`src/rtl/spectrum_bar_mapper_if.sv`:
```
// Frame handshake and bar-height bus between fft_16point, spectrum_bar_mapper and vga.
// master = upstream/consumer side (drives start/fft_flat), slave = the mapper itself.
interface spectrum_bar_mapper_if #(
    parameter int BAR_W = 18
);
    logic                   start;
    logic [575:0]           fft_flat;
    logic                   busy;
    logic                   done;
    logic [16*BAR_W-1:0]    bars_flat;
    logic [16*BAR_W-1:0]    peaks_flat;

    modport master (
        output start, fft_flat,
        input  busy, done, bars_flat, peaks_flat
    );

    modport slave (
        input  start, fft_flat,
        output busy, done, bars_flat, peaks_flat
    );
endinterface

```
`src/rtl/spectrum_bar_mapper.sv`:
```
// Maps 16 FFT bins to smoothed, clamped bar heights, one bin per clock, published atomically.
// Optional macro PEAK_HOLD_EN adds per-bin peak markers with a hold timer.
module spectrum_bar_mapper #(
    parameter int BAR_W       = 18,
    parameter int MAX_HEIGHT  = 400,
    parameter int SHIFT       = 4,
    parameter int DECAY_SHIFT = 2,
    parameter int HOLD_FRAMES = 3
) (
    input  logic                  clk,
    input  logic                  rst,
    spectrum_bar_mapper_if.slave  bus
);
    typedef enum logic [1:0] {IDLE, CALC, PUBLISH} state_t;

    state_t              state_q, state_d;
    logic [35:0]         snap_q [16];
    logic [35:0]         snap_d [16];
    logic [BAR_W-1:0]    work_q [16];
    logic [BAR_W-1:0]    work_d [16];
    logic [3:0]          bin_q, bin_d;
    logic                done_q, done_d;
    logic [16*BAR_W-1:0] bars_q, bars_d;
    logic                busy;

    logic [17:0]         a_mag, b_mag, mx, mn;
    logic [18:0]         mag, mag_sh;
    logic [BAR_W-1:0]    tgt, cur, diff, step, smoothed;

    // -131072 has no positive 18-bit counterpart, so it saturates to 131071.
    function automatic logic [17:0] sat_abs(input logic [17:0] x);
        if (!x[17])
            return x;
        else if (x == 18'h20000)
            return 18'h1FFFF;
        else
            return 18'(-x);
    endfunction

    always_ff @(posedge clk or posedge rst) begin
        if (rst)
            state_q <= IDLE;
        else
            state_q <= state_d;
    end

    always_comb begin
        state_d = state_q;
        unique case (state_q)
            IDLE:    if (bus.start) state_d = CALC;
            CALC:    if (bin_q == 4'd15) state_d = PUBLISH;
            PUBLISH: state_d = IDLE;
            default: state_d = IDLE;
        endcase
    end

    always_comb begin
        busy = (state_q != IDLE);
    end

    always_comb begin
        a_mag  = sat_abs(snap_q[bin_q][35:18]);
        b_mag  = sat_abs(snap_q[bin_q][17:0]);
        mx     = (a_mag >= b_mag) ? a_mag : b_mag;
        mn     = (a_mag >= b_mag) ? b_mag : a_mag;
        mag    = {1'b0, mx} + {2'b00, mn[17:1]};
        mag_sh = mag >> SHIFT;
        tgt    = (mag_sh > 19'(MAX_HEIGHT)) ? BAR_W'(MAX_HEIGHT) : BAR_W'(mag_sh);
        cur    = work_q[bin_q];
        diff   = cur - tgt;
        step   = diff >> DECAY_SHIFT;
        if (step == '0)
            step = BAR_W'(1);
        // step never exceeds diff when cur > tgt, so the decayed bar stays >= tgt.
        smoothed = (tgt >= cur) ? tgt : (cur - step);
    end

    always_comb begin
        snap_d = snap_q;
        work_d = work_q;
        bin_d  = bin_q;
        done_d = 1'b0;
        bars_d = bars_q;
        unique case (state_q)
            IDLE: begin
                if (bus.start) begin
                    for (int unsigned k = 0; k < 16; k++)
                        snap_d[k] = bus.fft_flat[36*k +: 36];
                    bin_d = '0;
                end
            end
            CALC: begin
                work_d[bin_q] = smoothed;
                bin_d         = bin_q + 4'd1;
            end
            PUBLISH: begin
                for (int unsigned k = 0; k < 16; k++)
                    bars_d[BAR_W*k +: BAR_W] = work_q[k];
                done_d = 1'b1;
            end
            default: ;
        endcase
    end

    always_ff @(posedge clk or posedge rst) begin
        if (rst) begin
            for (int unsigned k = 0; k < 16; k++) begin
                snap_q[k] <= '0;
                work_q[k] <= '0;
            end
            bin_q  <= '0;
            done_q <= 1'b0;
            bars_q <= '0;
        end else begin
            snap_q <= snap_d;
            work_q <= work_d;
            bin_q  <= bin_d;
            done_q <= done_d;
            bars_q <= bars_d;
        end
    end

    assign bus.busy      = busy;
    assign bus.done      = done_q;
    assign bus.bars_flat = bars_q;

`ifdef PEAK_HOLD_EN
    localparam int HOLD_W = (HOLD_FRAMES < 1) ? 1 : $clog2(HOLD_FRAMES + 1);

    logic [BAR_W-1:0]    peak_q [16];
    logic [BAR_W-1:0]    peak_d [16];
    logic [HOLD_W-1:0]   hold_q [16];
    logic [HOLD_W-1:0]   hold_d [16];
    logic [16*BAR_W-1:0] peaks_flat;

    // Peaks track the value being published this cycle, so they move with bars_flat.
    always_comb begin
        peak_d = peak_q;
        hold_d = hold_q;
        if (state_q == PUBLISH) begin
            for (int unsigned k = 0; k < 16; k++) begin
                if (work_q[k] >= peak_q[k]) begin
                    peak_d[k] = work_q[k];
                    hold_d[k] = HOLD_W'(HOLD_FRAMES);
                end else if (hold_q[k] != '0) begin
                    hold_d[k] = hold_q[k] - HOLD_W'(1);
                end else begin
                    peak_d[k] = ((peak_q[k] - BAR_W'(1)) > work_q[k]) ?
                                (peak_q[k] - BAR_W'(1)) : work_q[k];
                end
            end
        end
    end

    always_ff @(posedge clk or posedge rst) begin
        if (rst) begin
            for (int unsigned k = 0; k < 16; k++) begin
                peak_q[k] <= '0;
                hold_q[k] <= '0;
            end
        end else begin
            peak_q <= peak_d;
            hold_q <= hold_d;
        end
    end

    always_comb begin
        peaks_flat = '0;
        for (int unsigned k = 0; k < 16; k++)
            peaks_flat[BAR_W*k +: BAR_W] = peak_q[k];
    end

    assign bus.peaks_flat = peaks_flat;
`else
    assign bus.peaks_flat = '0;
`endif

endmodule

```
`src/flat_wrapper.sv`:
```
// flat-port wrapper written by rule: the top's interface ports become plain ports
module spectrum_bar_mapper_flat 
#(
    parameter int BAR_W       = 18,
    parameter int MAX_HEIGHT  = 400,
    parameter int SHIFT       = 4,
    parameter int DECAY_SHIFT = 2,
    parameter int HOLD_FRAMES = 3
)
  (clk, rst, bus_start, bus_fft_flat, bus_busy, bus_done, bus_bars_flat, bus_peaks_flat);
  spectrum_bar_mapper_if #(.BAR_W(BAR_W)) bus_i ();
  input  logic clk;
  input  logic rst;
  input wire logic [$bits(bus_i.start)-1:0] bus_start;
  input wire logic [$bits(bus_i.fft_flat)-1:0] bus_fft_flat;
  output wire logic [$bits(bus_i.busy)-1:0] bus_busy;
  output wire logic [$bits(bus_i.done)-1:0] bus_done;
  output wire logic [$bits(bus_i.bars_flat)-1:0] bus_bars_flat;
  output wire logic [$bits(bus_i.peaks_flat)-1:0] bus_peaks_flat;
  assign bus_i.start = bus_start;
  assign bus_i.fft_flat = bus_fft_flat;
  assign bus_busy = bus_i.busy;
  assign bus_done = bus_i.done;
  assign bus_bars_flat = bus_i.bars_flat;
  assign bus_peaks_flat = bus_i.peaks_flat;
  spectrum_bar_mapper #(.BAR_W(BAR_W), .MAX_HEIGHT(MAX_HEIGHT), .SHIFT(SHIFT), .DECAY_SHIFT(DECAY_SHIFT), .HOLD_FRAMES(HOLD_FRAMES)) u_core (.clk(clk), .rst(rst), .bus(bus_i));
endmodule
```
`config.mk`:
```
export PLATFORM = sky130hd
export DESIGN_NAME = spectrum_bar_mapper_flat
export DESIGN_NICKNAME = d
export VERILOG_FILES = /design/src/rtl/spectrum_bar_mapper_if.sv /design/src/rtl/spectrum_bar_mapper.sv /design/src/flat_wrapper.sv
export SDC_FILE = /design/constraint.sdc
export NUM_CORES = 2
export LEC_CHECK = 0
export ABC_AREA = 1
export CAP_MARGIN = 15
export CORE_AREA = 2 2 453 455
export DETAILED_ROUTE_END_ITERATION = 12
export DIE_AREA = 0 0 455 457
export DONT_BUFFER_PORTS = 1
export SLEW_MARGIN = 5
export SYNTH_ARGS = -nofsm -noshare
export SYNTH_HDL_FRONTEND = slang
export SYNTH_SLANG_ARGS = --single-unit
```
`constraint.sdc`:
```
create_clock -name clk -period 56.2 [get_ports clk]
set_clock_uncertainty 0.05 [all_clocks]
set_input_delay 11.24 -clock clk [delete_from_list [all_inputs] [get_ports clk]]
set_output_delay 11.24 -clock clk [all_outputs]
set_load 0.005 [all_outputs]
```
# Word-level counts from Yosys, hierarchy flattened
# Cells that the tools add are included.
dict set report totals {
  latchBits 0
  mem_bits_ro 0
  input_bits 579
  wordCells 87
  reg_bits 1159
  ramBits 0
  memories 0
  output_inout_bits 578
}
dict set report classes {
  div 0
  n_mux 24
  n_shift 0
  n_eq_ne 7
  n_reduce_logical 8
  n_addsub 6
  n_mul 0
  n_bitwise 1
  n_lt_le_gt_ge 5
}
# cell n
set ops {}
lappend ops {{bitwise mux 288 bit} 1}
lappend ops {{2-to-1 mux 18 bit} 10}
lappend ops {{binary-select mux 36 bit (select 4 bit)} 1}
lappend ops {{binary-select mux 18 bit (select 4 bit)} 1}
lappend ops {{demux 18 bit (select 4 bit)} 1}
lappend ops {{2-to-1 mux 36 bit} 2}
lappend ops {{equality test 18 bit (second input constant)} 2}
lappend ops {{>= comparator 18 bit} 2}
lappend ops {{negation 18 bit} 2}
lappend ops {{adder 18 x 17 -> 19 bit} 1}
lappend ops {{zero test 18 bit} 1}
lappend ops {{subtractor 18 x 16 -> 18 bit} 1}
lappend ops {{subtractor 18 bit} 1}
lappend ops {{2-to-1 mux 16 bit} 1}
lappend ops {{> comparator 15 x 9 -> 1 bit (second input constant)} 1}
lappend ops {{2-to-1 mux 15 bit} 1}
lappend ops {{case mux 4 bit (2 select lines)} 1}
lappend ops {{AND reduction 2 bit} 3}
lappend ops {{>= comparator 5 bit (second input constant)} 1}
lappend ops {{< comparator 5 x 1 -> 1 bit (second input constant)} 1}
lappend ops {{inverter 4 -> 5 bit} 1}
lappend ops {{adder 4 x 1 -> 4 bit (second input constant)} 1}
lappend ops {{equality test 4 bit (second input constant)} 1}
lappend ops {{2-to-1 mux 2 bit} 2}
lappend ops {{10 further kinds} 11}

# Depth between registers and ports, before layout
dict set report logic_depth {
  word_depth 18
  mapped_depth 85
  ltp_nobuf 79
}

# Worst setup path after synthesis
# No wires, ideal clock.
dict set report synth_timing {
  path_kind {input port to flip-flop}
  from {input port bus_start}
  to {register u_core.snap_q[108] (netlist bit)}
  path_slack_ns 43.693
  arrival_time_ns 12.392
  n_path_buf 3
  setup_ns 0.066
  t_required_ns 56.084
  stages 7
  cell_sequence {nand2_1 -> clkinv_1 -> clkbuf_1 -> clkbuf_1 -> buf_1 -> nand2_1 -> nand2_1}
}
dict set report synth_via {
  elab_chain_cells 1
}
# item line
set synth_lines {}
lappend synth_lines {{from (decl)} flat_wrapper.sv:14} ;# input wire logic [$bits(bus_i.start)-1:0] bus_start;
lappend synth_lines {{AND reduction 2 bit (no source line)} n/a}
lappend synth_lines {{to (signal assigned)} spectrum_bar_mapper.sv:115} ;# snap_q <= snap_d;
lappend synth_lines {{to (decl)} spectrum_bar_mapper.sv:17} ;# logic [35:0] snap_q [16];
# No other way between the ends.
# A chain may end at the register's enable or synchronous reset.

# Final worst setup path
dict set report layout_timing {
  from {register u_core.bin_q[0]}
  to {register u_core.work_q[287] (netlist bit)}
}
dict set report layout_via {
  elab_chain_cells 18
  word_cells_on_any_way 33
  cone_classes {add/sub (5); order compare (5); eq/ne (2); mux (18); bitwise (1); reduce/logical (2)}
}
# item line
set layout_lines {}
lappend layout_lines {{from (decl)} spectrum_bar_mapper.sv:21} ;# logic [3:0] bin_q, bin_d;
lappend layout_lines {{from (signal assigned)} spectrum_bar_mapper.sv:117} ;# bin_q <= bin_d;
lappend layout_lines {{inverter 4 -> 5 bit (not written as such) *} n/a}
lappend layout_lines {{binary-select mux 36 bit (select 4 bit)} {spectrum_bar_mapper.sv:62, spectrum_bar_mapper.sv:63}}
lappend layout_lines {{2-to-1 mux 36 bit (not written as such) (2 in a row)} spectrum_bar_mapper.sv:63} ;# b_mag = sat_abs(snap_q[bin_q][17:0]);
lappend layout_lines {{negation 18 bit or equality test 18 bit (tied branches)} {spectrum_bar_mapper.sv:37, spectrum_bar_mapper.sv:34}}
lappend layout_lines {{2-to-1 mux 18 bit} spectrum_bar_mapper.sv:34} ;# else if (x == 18'h20000)
lappend layout_lines {{2-to-1 mux 18 bit} spectrum_bar_mapper.sv:32} ;# if (!x[17])
lappend layout_lines {{>= comparator 18 bit} {spectrum_bar_mapper.sv:64, spectrum_bar_mapper.sv:65}}
lappend layout_lines {{2-to-1 mux 18 bit (on tied branches)} {spectrum_bar_mapper.sv:64, spectrum_bar_mapper.sv:65}}
lappend layout_lines {{adder 18 x 17 -> 19 bit} spectrum_bar_mapper.sv:66} ;# mag = {1'b0, mx} + {2'b00, mn[17:1]};
lappend layout_lines {{> comparator 15 x 9 -> 1 bit} spectrum_bar_mapper.sv:68} ;# tgt = (mag_sh > 19'(MAX_HEIGHT)) ? BAR_W'(MAX_HEIGHT) : BAR_W'(mag_sh);
lappend layout_lines {{2-to-1 mux 15 bit} spectrum_bar_mapper.sv:68}
lappend layout_lines {{subtractor 18 bit} spectrum_bar_mapper.sv:70} ;# diff = cur - tgt;
lappend layout_lines {{zero test 18 bit} spectrum_bar_mapper.sv:72} ;# if (step == '0)
lappend layout_lines {{2-to-1 mux 16 bit} spectrum_bar_mapper.sv:72}
lappend layout_lines {{subtractor 18 x 16 -> 18 bit} spectrum_bar_mapper.sv:75} ;# smoothed = (tgt >= cur) ? tgt : (cur - step);
lappend layout_lines {{2-to-1 mux 18 bit} spectrum_bar_mapper.sv:75}
lappend layout_lines {{bitwise mux 288 bit *} spectrum_bar_mapper.sv:93} ;# work_d[bin_q] = smoothed;
lappend layout_lines {{to (signal assigned)} spectrum_bar_mapper.sv:116} ;# work_q <= work_d;
lappend layout_lines {{to (decl)} spectrum_bar_mapper.sv:19} ;# logic [BAR_W-1:0] work_q [16];
# Every way passes the cells marked *; elsewhere a longest branch is shown, timed or not. The select of a mux whose other input is x is not followed.

==> results by group <==
Finish
  – Area Overhead vs Synth: 9.70%
  – Layout cells sized above 1: 0.0451
  – Commonest non-fill, non-tap cell in the layout: nand2_1
  – # fillers: about 22000
  – Commonest non-fill, non-tap cells in the layout: nand2_1 (3040), dfrtp_1 (1157), o21ai_0 (916), inv_1 (511), nor2_1 (445)
  – Final #Nets: between 8000 and 9000

Global route
  – Vias in the first global route: 47724
  – GRT Total Usage: 0.210
  – Largest net degree at the start of global routing: 263
  – Initial antenna violation count: 60
  – Final global-route overflow total: 0
  – First-pass GRT wire length: 325000 um

Critical path
  – Worst r2r path cells: 73
  – Worst r2r src: u_core.bin_q[0]$_DFFE_PP0P_
  – Worst EP required: ~57 ns
  – CP most frequent cell: nand2_1
  – Reg-to-reg endpoint: u_core.work_q[287]$_DFFE_PP0P_
  – Crit path launch type: flop
  – Arr. time, crit path: between 15 and 20 ns
  – Critical Setup Path Class: flop to flop
  – CP max-delay cell: buf_4
  – Max FO, Critical Path: 93
  – CP Launch Point: u_core.bin_q[0]$_DFFE_PP0P_
  – Worst Setup End Kind: flop
  – R2R Setup Slk: 39.75 ns
  – Critical Path End: u_core.work_q[287]$_DFFE_PP0P_
  – Crit-path max cell delay: 0.76 ns

Logic synthesis
  – Synth area leaders: dfrtp_1 (50%), nand2_1 (20%), o21ai_0 (7.9%)
  – Post-synthesis average cell area: 7.61 um2
  – Area leader, netlist: dfrtp_1
  – Synth warnings: 0
  – Mapped Cells: 7616
  – Synth top area share: 0.501
  – Register bit count reported by yosys: 1159
  – Synthesized cell area: 57900 um2
  – Async SR Flop Fraction: 1.00
  – Post-synthesis sequential area ratio: 0.501
  – Synth cell types: 53
  – Post-synth EDFFs: 0
  – Predominant post-synthesis flop cell: dfrtp_1

STA
  – Hold Slack: 0.423 ns
  – Final WS setup: 39.75 ns
  – Peak Freq: around 61 MHz
  – Setup TNS: 0 ns
  – RSZ-0062 raised after global routing: false
  – Final worst-path cycle share: 0.293
  – Final hold vios: 0
  – Min cycle time layout: 16.45 ns
  – Slew HR: 0.126
  – Slew Viols, Final: 0
  – Setup violators final: 0
  – Worst Max-Slew Pin Slew: 1.31 ns

Run status
  – Status: complete, no violations

Min path
  – Worst hold path type: flop to flop

Drt
  – Routed vias/inst: 4.82
  – 1st-pass router iterations: 6
  – DRC Markers: 0
  – Wirelength, routed: 224000 um
  – Post-DRT Antenna Nets: 0
  – Detailed-route via count: 49301
  – Initial DRC Count: 4937
  – Wirelength per Cell: 21.9 um

Die
  – Core Area: 203000 um2
  – Row Count: roughly 170
  – Die width: between 400 and 500 um
  – Starting Density: 0.285
  – Die Y: 457 um
  – Die area: 208000 um2
  – IO Pins: 1157

Clock tree
  – CTS tree: done
  – TritonCTS buffer count: between 100 and 150
  – Max Buffers Root-to-Sink: 3
  – Clock sink total: 1159
  – Clock-pin slew on the worst setup and hold paths: 0.06 ns
  – H-Tree Depth: 4
  – Setup bufs post-CTS: 0
  – Root Driver: clkbuf_16
  – Count of hold-fix buffers inserted at cts: 0
  – Worst skew pair latency: 0.82 ns
  – Post-cts repair resize count: 0

Place
  – I/O Buffers: 0
  – RePlAce Congestion: 0.913
  – Worst slack, placed: 40.08 ns
  – Detail Placement HPWL: roughly 160000 um

Flow run
  – Total of max-cap violations: 0
==> cells in the mapped netlist (3+ instances only) <==
| library cell | n |
|---|---|
| dfrtp_1 | 1159 |
| inv_1 | 513 |
| clkbuf_1 | 299 |
| o21bai_1 | 7 |
| nor4_1 | 10 |
| nor2_1 | 446 |
| a31oi_1 | 4 |
| a211oi_1 | 3 |
| xnor2_1 | 8 |
| nor2_2 | 6 |
| xor2_1 | 26 |
| a221oi_1 | 9 |
| a22o_1 | 10 |
| a21oi_1 | 218 |
| clkinv_1 | 7 |
| nand2_2 | 5 |
| buf_4 | 311 |
| o211ai_1 | 25 |
| nand2_1 | 3042 |
| o22ai_1 | 29 |
| nand3_1 | 249 |
| or2_2 | 6 |
| ha_1 | 71 |
| nand2_4 | 4 |
| nor3_1 | 10 |
| o21ai_0 | 917 |
| inv_2 | 7 |
| buf_1 | 28 |
| o21ai_1 | 42 |
| buf_2 | 61 |
| buf_6 | 28 |
| nand3_2 | 9 |
| nand4_1 | 22 |
==> cell families (layout without fill, tap and decap cells) <==
kind of cell / count (synthesis) / in the layout / share of synthesized area
flops: 1159 / 1159 / 0.501
xor+xnor: 34 / 34 / 0.00514
simple gates: 3819 / 3819 / 0.258
other cells: 2 / 330 / 0.000130
compound gates: 1274 / 1274 / 0.114
buf+inv: 1256 / 844 / 0.107
fa+ha+maj: 72 / 72 / 0.0157
==> flip-flops by register name, summed over array words and instances, names as in the netlist <==
| name | flops |
|---|---|
| u_core.bus.done | 1 |
| u_core.work_q | 288 |
| u_core.snap_q | 576 |
| u_core.state_q | 2 |
| u_core.bus.bars_flat | 288 |
| u_core.bin_q | 4 |
==> cell type report <==
cell class | count | area, um2 | share of cell area
clock buffers | 199 | 3940 | 0.0620
diodes | 36 | 90.1 | 0.00142
multi-input cells | 5493 | 23900 | 0.376
clock inverters | 43 | 617 | 0.00970
flip-flops and latches | 1159 | 29000 | 0.456
inverters | 528 | 2020 | 0.0318
well taps | 2688 | 3360 | 0.0529
repair buffers | 74 | 622 | 0.00978
==> how the worst min path moves through the flow <==
stage | startpoint | to | cells past startpoint
3_3_place_gp | u_core.snap_q[142]$_DFFE_PP0P_ | u_core.snap_q[142]$_DFFE_PP0P_ | 2
2_1_floorplan | u_core.snap_q[180]$_DFFE_PP0P_ | u_core.snap_q[180]$_DFFE_PP0P_ | 2
6_report | u_core.snap_q[487]$_DFFE_PP0P_ | u_core.snap_q[487]$_DFFE_PP0P_ | 2
3_5_place_dp | u_core.snap_q[125]$_DFFE_PP0P_ | u_core.snap_q[125]$_DFFE_PP0P_ | 2
4_1_cts | u_core.work_q[271]$_DFFE_PP0P_ | u_core.bus.bars_flat[1]$_DFFE_PP0P_ | 2
5_1_grt | u_core.snap_q[19]$_DFFE_PP0P_ | u_core.snap_q[19]$_DFFE_PP0P_ | 2
==> critical path, delay by kind of cell (launching register included) <==
family | cells | cell delay (ns)
AOI/OAI and AO/OA | 25 | 4.80
xor gates and xnor gates | 2 | 0.24
and+or+nand+nor | 34 | 5.56
adders and majority gates | 4 | 1.30
buffers and inverters | 8 | 3.44
DFF | 1 | 0.73
==> metrics by stage <==
stage	std cells	util	cell area, um2
after CTS	10183	0.312	63500
after floorplan	7908	-	59000
after detailed placement	9941	0.290	58900
after global routing	10217	0.313	63600
after global placement	9941	0.290	58900
final	10220	0.313	63600
==> metal layers <==
metal  vias to the layer above  GRT usage  part of all wire
met5                         -          0            0.0012
met4                        38     0.0988             0.043
met3                       420     0.0600             0.088
met2                      2082      0.341              0.47
met1                     23797      0.256              0.39
li1                      22964          -                 -
Power is not shown: default switching activity piles up to over one toggle a cycle in this logic, so the estimate is an artifact.
